$ cat config.mk
export PLATFORM = sky130hd
export DESIGN_NAME = hazard_ctrl
export DESIGN_NICKNAME = d
export VERILOG_FILES = /design/src/rtl/hazard_ctrl.sv
export SDC_FILE = /design/constraint.sdc
export NUM_CORES = 1
export LEC_CHECK = 0
export CAP_MARGIN = 20
export CORE_MARGIN = 1
export CORE_UTILIZATION = 30
export CTS_CLUSTER_DIAMETER = 50
export DETAILED_ROUTE_END_ITERATION = 8
export SKIP_CTS_REPAIR_TIMING = 1
export SYNTH_ARGS = -nofsm -noshare
export SYNTH_HDL_FRONTEND = slang
export SYNTH_SLANG_ARGS = --single-unit
export TNS_END_PERCENT = 30
$ cat constraint.sdc
create_clock -name clk_i -period 2.2 [get_ports clk_i]
set_clock_uncertainty 0.1 [all_clocks]
set_input_delay 0.44 -clock clk_i [delete_from_list [all_inputs] [get_ports clk_i]]
set_output_delay 0.44 -clock clk_i [all_outputs]
set_load 0.01 [all_outputs]
$ cat src/rtl/hazard_ctrl.sv
// Hazard and stall sequencer: load-use stalls, branch/jump flushes,
// multi-cycle data-memory waits with timeout, stall-cycle statistics.
module hazard_ctrl #(
    parameter int unsigned MEM_TIMEOUT = 16,
    parameter int unsigned CNT_W       = 16
) (
    input  logic             clk_i,
    input  logic             rst_i,
    input  logic             IDEX_MemRead_i,
    input  logic [4:0]       IDEX_RegRT_i,
    input  logic [4:0]       IFID_RegRS_i,
    input  logic [4:0]       IFID_RegRT_i,
    input  logic             Branch_i,
    input  logic             Jump_i,
    input  logic             DMem_req_i,
    input  logic             DMem_ack_i,
    output logic             PCWrite_o,
    output logic             IFID_Write_o,
    output logic             IFID_Flush_o,
    output logic             IDEX_Bubble_o,
    output logic             Freeze_o,
    output logic             MEMWB_Bubble_o,
    output logic             Error_o,
    output logic [CNT_W-1:0] StallCnt_o
);

    typedef enum logic [1:0] {
        RUN      = 2'd0,
        MEM_WAIT = 2'd1,
        ERROR    = 2'd2
    } state_e;

    localparam logic [7:0] TIMEOUT = 8'(MEM_TIMEOUT);

    state_e             state_q, state_d;
    logic [7:0]         wait_q, wait_d;
    logic               error_q, error_d;
    logic [CNT_W-1:0]   cnt_q, cnt_d;
    logic               mem_stall;
    logic               load_use;

    assign mem_stall = ((state_q == RUN) && DMem_req_i && !DMem_ack_i)
                     || ((state_q == MEM_WAIT) && !DMem_ack_i)
                     || (state_q == ERROR);

    assign load_use = IDEX_MemRead_i && (IDEX_RegRT_i != 5'd0)
                    && ((IDEX_RegRT_i == IFID_RegRS_i)
                        || (IDEX_RegRT_i == IFID_RegRT_i));

    always_comb begin
        state_d = state_q;
        wait_d  = wait_q;
        error_d = error_q;
        unique case (state_q)
            RUN: begin
                if (DMem_req_i && !DMem_ack_i) begin
                    state_d = MEM_WAIT;
                    wait_d  = 8'd1;
                end
            end
            MEM_WAIT: begin
                if (DMem_ack_i) begin
                    state_d = RUN;
                    wait_d  = 8'd0;
                end else if (wait_q == TIMEOUT) begin
                    state_d = ERROR;
                    error_d = 1'b1;
                end else begin
                    wait_d = wait_q + 8'd1;
                end
            end
            ERROR: begin
                // Only reset leaves ERROR; late acks are dropped.
                state_d = ERROR;
            end
            default: begin
                state_d = RUN;
            end
        endcase
    end

    always_comb begin
        cnt_d = cnt_q;
        if ((mem_stall || load_use) && (cnt_q != {CNT_W{1'b1}})) begin
            cnt_d = cnt_q + 1'b1;
        end
    end

    always_ff @(posedge clk_i or negedge rst_i) begin
        if (!rst_i) begin
            state_q <= RUN;
            wait_q  <= 8'd0;
            error_q <= 1'b0;
            cnt_q   <= '0;
        end else begin
            state_q <= state_d;
            wait_q  <= wait_d;
            error_q <= error_d;
            cnt_q   <= cnt_d;
        end
    end

    // Memory stall outranks load-use, which outranks control flushes.
    always_comb begin
        PCWrite_o      = 1'b1;
        IFID_Write_o   = 1'b1;
        IFID_Flush_o   = 1'b0;
        IDEX_Bubble_o  = 1'b0;
        Freeze_o       = 1'b0;
        MEMWB_Bubble_o = 1'b0;
        if (!rst_i) begin
            PCWrite_o      = 1'b0;
            IFID_Write_o   = 1'b0;
            IFID_Flush_o   = 1'b1;
            IDEX_Bubble_o  = 1'b1;
            MEMWB_Bubble_o = 1'b1;
        end else if (mem_stall) begin
            PCWrite_o      = 1'b0;
            IFID_Write_o   = 1'b0;
            Freeze_o       = 1'b1;
            MEMWB_Bubble_o = 1'b1;
        end else if (load_use) begin
            PCWrite_o     = 1'b0;
            IFID_Write_o  = 1'b0;
            IDEX_Bubble_o = 1'b1;
        end else if (Branch_i || Jump_i) begin
            IFID_Flush_o = 1'b1;
        end
    end

    assign Error_o    = error_q;
    assign StallCnt_o = cnt_q;

endmodule

## Word-level counts from Yosys, hierarchy flattened

Cells that the tools add are included.

- Output and inout port bits: 23
- Flip-flop bits (word level): 27

- Eq/ne operators: 9
- Add/subtract/negate cells: 2
- Bitwise operators: 1
- Reductions and logical operators: 19
- Mux-type cells: 21

Operator list:

| cell | number |
|---|---|
| 8-bit 2-to-1 mux | 3 |
| 16-bit by 1-bit adder with 16-bit output, second input constant | 1 |
| 16-bit inequality test, second input constant | 1 |
| 8-bit case mux with 2 select lines | 1 |
| 1-bit 2-to-1 mux | 13 |
| 5-bit equality test | 2 |
| 8-bit by 1-bit adder with 8-bit output, second input constant | 1 |
| 8-bit by 5-bit equality test with 1-bit output, second input constant | 1 |
| 1-bit logical AND | 7 |
| 2-bit 2-to-1 mux | 3 |
| 2-bit case mux with 3 select lines | 1 |
| 3-bit AND reduction | 2 |
| 1-bit logical OR | 5 |
| 5-bit nonzero test | 1 |
| 3-bit by 2-bit inequality test with 1-bit output, second input constant | 1 |
| 3-bit inequality test, second input constant | 1 |
| 2-bit by 1-bit equality test with 1-bit output, second input constant | 1 |
| 2-bit equality test, second input constant | 1 |
| 2-bit logical NOT | 1 |
| 2-bit by 1-bit inequality test with 1-bit output, second input constant | 1 |
| 2-bit AND reduction | 1 |
| 2-bit nonzero test | 1 |
| 1-bit logical NOT | 1 |
| 1-bit inverter | 1 |

## Longest topological paths before layout

Gate-level depths: netlist of the first run.

- Depth in word-level cells: 7
- Depth in mapped cells: 8

## Worst setup path before layout of the first run

OpenSTA, ideal clock, no wires.

- Path kind: register to output
- Start: reg state_q[0]
- End: out PCWrite_o
- Stages on the path, launching flop included: 9
- Data arrival time: 1.621 ns
- Path slack: 0.039 ns
- Cells stage by stage: dfrtp_1 > buf_2 > o21ai_1 > nand2_1 > a31o_1 > buf_6 > buf_6 > nor2_1 > buf_4

- Cells in the longest elaborated chain, start to end: 7
- Elaborated cells between the ends (all ways): 10

Ends and longest elaborated chain:

| item | line | RTL |
|---|---|---|
| start, declared | 35 | `state_e state_q, state_d;` |
| start signal, assigned | 96 | `state_q <= state_d;` |
| 2-bit logical NOT | 42 | `assign mem_stall = ((state_q == RUN) && DMem_req_i && !DMem_ack_i)` |
| 1-bit logical AND (2 in series) | 42 |  |
| 1-bit logical OR | 43 | `\|\| ((state_q == MEM_WAIT) && !DMem_ack_i)` |
| 1-bit logical OR * | 44 | `\|\| (state_q == ERROR);` |
| 1-bit 2-to-1 mux * (2 in series) | -- |  |
| end, declared | 17 | `output logic PCWrite_o,` |

Every way passes the cells marked *; elsewhere a longest branch is shown, timed or not.

## Final worst setup path of the first run

- Start: in IDEX_RegRT_i[2]
- End: out IFID_Flush_o

- Cells in the longest elaborated chain, start to end: 6
- Elaborated cells between the ends (all ways): 9

Ends and longest elaborated chain:

| item | line | RTL |
|---|---|---|
| start, declared | 10 | `input logic [4:0] IDEX_RegRT_i,` |
| 5-bit equality test (tied with other cells) | 47 | `&& ((IDEX_RegRT_i == IFID_RegRS_i)` |
| 1-bit logical OR or 1-bit logical AND (tied branches) | 48, 46 |  |
| 1-bit logical AND * | 47 |  |
| 1-bit 2-to-1 mux * | 122 | `end else if (load_use) begin` |
| 1-bit 2-to-1 mux * | 117 | `end else if (mem_stall) begin` |
| 1-bit 2-to-1 mux * | 111 | `if (!rst_i) begin` |
| end, declared | 19 | `output logic IFID_Flush_o,` |

Marks and branches as above.

==> impl_metrics.py, run 1 <==
metrics = {
    "min_path": {
        "min_path_type": "input port to async pin",
    },
    "route": {
        "drtPass1Iterations": 4,
        "drt-total-wl_um": 3780,
        "routed_via_density": 4.78,
        "antenna_violating_nets_post_route": 0,
        "remaining_drc_errors": 0,
        "routed-via-count": 1447,
        "drt_first_iter_violations": 29,
        "wl_per_cell_um": 12.5,
    },
    "yosys": {
        "postSynthNetCount": 199,
        "synth.top_cells.by_area": "dfrtp_1, xnor2_1, nand3_1",
        "post_synth_and_or_nand_nor_area_fraction_pct": 26.4,
        "synthDominantAreaCellType": "dfrtp_1",
        "synthAdderAreaFrac_pct": 2.29,
        "async_flop_share_pct": 100,
        "synth_compound_gate_area_share_pct": 13.8,
        "synthFlopType": "dfrtp_1",
        "yosysUniqueCellTypes": 44,
        "synth_seq_cells": 27,
        "synth-warning-count": 0,
        "synth.cell_area_um2": 1640,
        "synth_mux_area_share_pct": 1.60,
        "avgSynthCellArea_um2": 9.41,
        "yosysTopAreaCellShare_pct": 41.3,
        "synth_enable_flop_cells": 0,
        "dominant_combinational_cell_family_by_area_after_synthesis": "simple AND/OR/NAND/NOR gates",
        "syn-instance-count": 174,
        "ys_seq_area_share_pct": 41.3,
        "yosys.area_share.xor_xnor_pct": 10.7,
    },
    "die": {
        "die_area_um2": 5760,
        "die_x_um": 75.9,
        "boundaryPins": 45,
        "core_rows": 26,
        "die_h_um": 75.9,
        "core-area_um2": 5170,
        "start_util_pct": 31.7,
    },
    "sta": {
        "slew_viol_final": 0,
        "layout_worst_path_cycle_share_pct": 93.5,
        "timing_worst_slew_pin_value_ps": 389,
        "worst_hold_slack_ps": 373,
        "slew_headroom_pct": 73.7,
        "maxClockFrequency_mhz": 486,
        "setup_violations": 0,
        "hold_viol_final": 0,
        "rsz0062_at_grt": "false",
        "finalWorstSetupSlack_ps": 144,
        "layout_min_cycle_time_ps": 2060,
    },
    "power": {
        "total_power_divided_by_cell_area_nw_per_um2": 621,
        "post-layout-total-power_uw": 1460,
        "max_ir_drop_vdd_uv": 360,
        "total_leakage_power_uw": 0.00113,
    },
    "cells_and_area": {
        "layout.cells.most_common": "dfrtp_1",
        "final-seq-area_um2": 676,
        "design.final.nets": 259,
        "final_cell_mix": "dfrtp_1, clkdlybuf4s50_1, xnor2_1, dlymetal6s2s_1, buf_4",
        "drive_gt1_share_pct": 18.9,
        "multi_input_comb_area_um2": 928,
        "area.growth.synth_to_final_pct": 43.5,
        "insertedDiodeCount": 0,
        "layout.core_utilization_pct": 45.5,
        "fillers": 487,
    },
    "placed_design": {
        "gpl.final_weighted_congestion": 0.793,
        "port-buffer-count": 44,
        "preCtsSetupSlack_ps": -661,
        "hpwl_um": 2910,
    },
    "status": {
        "outcome": "finished clean",
    },
    "critical_path": {
        "critPathMaxFanout": 4,
        "crit_path_cell_trace": "dlymetal6s2s_1 > xnor2_1 > nand3_1 > o22ai_2 > a31o_4 > o21ai_2 > buf_2",
        "cp_num_buf_inv": 2,
        "critPathLaunchType": "input port",
        "criticalPathCategory": "input port to output pin",
        "worst_path_max_delay_cell": "a31o_4",
        "critPathCaptureType": "output pin",
        "cpPeakStageDelay_ps": 220,
        "critPathTopFamily": "compound AO/OA/AOI/OAI gates",
        "required_time_reported_for_the_critical_path_endpoint_ps": 1660,
        "worstPathArrival_ps": 1520,
    },
    "cts": {
        "clkLatencyLatePin_ps": 280,
        "tritoncts_clock_tree": "built",
        "worst_setup_hold_path_clk_slew_ps": 90,
        "clk_root_buffer_cell": "clkbuf_8",
        "htreeDepth": 1,
        "cts_inserted_buffers": 3,
        "cts.path.max_buffers": 2,
        "cts.sinks": 27,
    },
    "global_route": {
        "via_count_of_the_first_global_routing_pass": 1415,
        "grt_remaining_overflow": 0,
        "gr-usage-all-layers_pct": 14.2,
        "maximum_number_of_pins_on_one_net_before_global_route_repair": 17,
        "grt_pass1_wl_um": 6290,
        "grt_antenna_before_repair": 0,
    },
    "flow_run": {
        "maxCapViolations": 0,
    },
}
[metal layers]
| metal | share of wire, % | up-vias | global-route usage [%] |
|---|---|---|---|
| li1 | - | 740 | - |
| met1 | 45 | 675 | 16.9 |
| met2 | 51 | 27 | 26.2 |
| met3 | 3.5 | 5 | 2.91 |
| met4 | 0.87 | 0 | 3.29 |
| met5 | 0 | - | 0 |
[registers in the layout, summed over array words and instances, names as in the netlist]
register and count:
StallCnt_o 16, wait_q 8, state_q 2, Error_o 1
[path summary, 6_finish.rpt]
kind | from | endpoint | slack [ps] | depth (start not counted)
max | IDEX_RegRT_i[2] | IFID_Flush_o | 140 | 7
min | rst_i | state_q[1] | 370 | 2
max reg2reg | StallCnt_o[0] | StallCnt_o[1] | 220 | 6
min reg2reg | Error_o | Error_o | 380 | 1
max in group asynchronous | rst_i | wait_q[6] | 1240 | 3
min in group clk_i | Error_o | Error_o | 380 | 1
[stage by stage]
step / TNS, ps / instance area [um2] / instances
2_1_floorplan: 0 / 1640 / 174
3_3_place_gp: -4490 / 2240 / 299
3_5_place_dp: -5620 / 2240 / 299
4_1_cts: -3280 / 2290 / 303
5_1_grt: 0 / 2350 / 303
6_report: 0 / 2350 / 303
[cells in the mapped netlist, drive strengths merged (4+ instances only)]
master	count
nor3	5
a21oi	7
o21ai	12
nand4	6
a31oi	6
dfrtp	27
nand2	17
and3	7
xnor2	20
buf	5
nor2	13
nand3	16
inv	4
[final cells by class]
| cell class | instances | share of cell area, % |
|---|---|---|
| multi-input cells | 137 | 39.5 |
| flip-flops and latches | 27 | 28.7 |
| repair buffers | 61 | 25.3 |
| well taps | 70 | 3.73 |
| clock buffers | 3 | 1.76 |
| inverters | 4 | 0.639 |
| clock inverters | 1 | 0.319 |
[logic make-up (layout without fill, tap and decap cells)]
kind of cell	after synthesis	count (layout)
AND/OR/NAND/NOR	76	76
AO/OA/AOI/OAI	36	36
flip-flops	27	27
XOR/XNOR	20	20
buffers and inverters	10	69
adder cells (fa/ha/maj)	3	3
multiplexers	2	2
[power by group]
part,internal (uW),switching [uW],total [uW]
combinational,288,203,492
clock,129,159,288
sequential,569,112,681
total,986,474,1460
Note: power is estimated with default switching activity, not from simulation.
==> inputs of run 2 (changes only) <==
Settings changed: CORE_MARGIN 1 to 2, CORE_UTILIZATION 30 to 35.
==> run 2 against run 1 <==
  * Die area down 9.0%
  * Sequential power down 2%
  * Register-to-register slack better by 20 ps
  * Count of clock-buffer cells in the layout unchanged
  * Hold slack better by 7.4 ps
  * Global-route usage up 1.4 points
  * Critical endpoint unchanged
  * Highest routed layer unchanged
==> impl_metrics.py, run 2 (synthesized netlist as in run 1, its figures left out) <==
metrics = {
    "status": {
        "outcome": "finished clean",
    },
    "critical_path": {
        "critPathCaptureType": "output pin",
        "criticalPathCategory": "input port to output pin",
        "required_time_reported_for_the_critical_path_endpoint_ps": 1660,
        "critPathTopFamily": "compound AO/OA/AOI/OAI gates",
        "worst_path_max_delay_cell": "a31o_4",
        "crit_path_cell_trace": "dlymetal6s2s_1 > xnor2_1 > nand3_1 > o22ai_2 > a31o_4 > o21ai_2 > buf_2",
        "critPathLaunchType": "input port",
        "worstPathArrival_ps": 1480,
        "cp_num_buf_inv": 2,
        "critPathMaxFanout": 4,
        "cpPeakStageDelay_ps": 200,
    },
    "die": {
        "start_util_pct": 36.9,
        "boundaryPins": 45,
        "die_x_um": 72.4,
        "core_rows": 24,
        "die_h_um": 72.4,
        "die_area_um2": 5240,
        "core-area_um2": 4440,
    },
    "sta": {
        "setup_violations": 0,
        "maxClockFrequency_mhz": 496,
        "rsz0062_at_grt": "false",
        "layout_worst_path_cycle_share_pct": 91.7,
        "layout_min_cycle_time_ps": 2020,
        "hold_viol_final": 0,
        "slew_headroom_pct": 68.7,
        "timing_worst_slew_pin_value_ps": 462,
        "setup_tns_ps": 0,
        "slew_viol_final": 0,
    },
    "cells_and_area": {
        "max_reg_flops": 16,
        "layout.cells.most_common": "dfrtp_1",
        "final_cell_mix": "dfrtp_1, clkdlybuf4s50_1, xnor2_1, dlymetal6s2s_1, buf_4",
        "fillers": 419,
        "insertedDiodeCount": 0,
        "design.final.nets": 260,
        "final-seq-area_um2": 676,
        "multi_input_comb_area_um2": 928,
        "instances_no_fill": 286,
        "area.growth.synth_to_final_pct": 42.2,
        "drive_gt1_share_pct": 20.1,
    },
    "route": {
        "wl_per_cell_um": 13.8,
        "drtPass1Iterations": 4,
        "routed-via-count": 1456,
        "routed_via_density": 5.09,
        "antenna_violating_nets_post_route": 0,
        "drt-total-wl_um": 3940,
        "remaining_drc_errors": 0,
        "drt_first_iter_violations": 52,
    },
    "power": {
        "power.share.clock_pct": 19.7,
        "swShare_pct": 32.6,
        "comb_power_share_pct": 35.4,
        "total_leakage_power_uw": 0.00112,
        "power_frac_seq_pct": 44.9,
        "total_power_divided_by_cell_area_nw_per_um2": 638,
        "switching_power_uw": 484,
        "cell_internal_pwr_uw": 1000,
        "max_ir_drop_vdd_uv": 373,
    },
    "placed_design": {
        "port-buffer-count": 44,
        "gpl.final_weighted_congestion": 0.785,
        "hpwl_um": 3010,
        "dp.cells": 281,
    },
    "cts": {
        "worst_setup_hold_path_clk_slew_ps": 90,
        "cts_inserted_buffers": 3,
        "clk_root_buffer_cell": "clkbuf_8",
        "htreeDepth": 1,
        "cts.sinks": 27,
        "tritoncts_clock_tree": "built",
        "clkLatencyLatePin_ps": 280,
        "cts.path.max_buffers": 2,
    },
    "global_route": {
        "gr-usage-all-layers_pct": 15.6,
        "maximum_number_of_pins_on_one_net_before_global_route_repair": 17,
        "grt_antenna_before_repair": 0,
        "grt_pass1_wl_um": 6510,
        "grt_remaining_overflow": 0,
        "via_count_of_the_first_global_routing_pass": 1369,
    },
    "flow_run": {
        "maxCapViolations": 0,
    },
    "min_path": {
        "min_path_type": "flip-flop to flip-flop",
    },
}
run 2: cell types whose count changed in the layout (fill, tap and decap cells not counted), sizes merged:
cell	delta
clkbuf	+1
buf	+1
dlymetal6s2s	-1
run 2: worst paths after layout:
kind,start,endpoint,slack [ps],depth (start not counted)
max in group asynchronous,rst_i,wait_q[6],1200,3
max,IDEX_RegRT_i[4],IFID_Flush_o,180,7
min reg2reg,Error_o,Error_o,380,1
max reg2reg,StallCnt_o[1],StallCnt_o[1],240,6
min,Error_o,Error_o,380,1
min in group asynchronous,rst_i,StallCnt_o[4],440,2
run 2: per-layer routing:
metal | up-vias | wire [um] | track usage (%) | share of wire, %
met3 | 4 | 138 | 3.33 | 3.5
li1 | 744 | - | - | -
met4 | 0 | 23 | 3.91 | 0.58
met1 | 678 | 1750 | 19.5 | 45
met5 | - | 0 | 0 | 0
met2 | 30 | 2020 | 27.4 | 51
run 2: cell type report:
class,instances,area share (%)
tap,52,2.79
sequential,27,29.0
clock buffer,3,1.77
multi-input combinational,137,39.9
inverter,4,0.645
clock inverter,1,0.322
timing repair buffer,62,25.6
run 2: stage by stage:
step	hold WS, ps	area, um2	util (%)	total power [uW]	setup WS [ps]
detailed placement	358	2220	50.0	1210	-646
floorplan	44.4	1640	-	930	39.1
global route	393	2330	52.4	1580	90.8
CTS	387	2270	51.1	1510	-648
global placement	357	2220	50.0	1200	-609
finish	381	2330	52.4	1480	182
run 2: power groups by stage:
| stage | clock, uW | sequential (uW) | combinational, uW |
|---|---|---|---|
| 3_5_place_dp | 0 | 679 | 531 |
| 6_report | 292 | 667 | 525 |
| 5_1_grt | 322 | 685 | 574 |
| 3_3_place_gp | 0 | 677 | 522 |
| 4_1_cts | 308 | 669 | 533 |
| 2_1_floorplan | 0 | 694 | 235 |
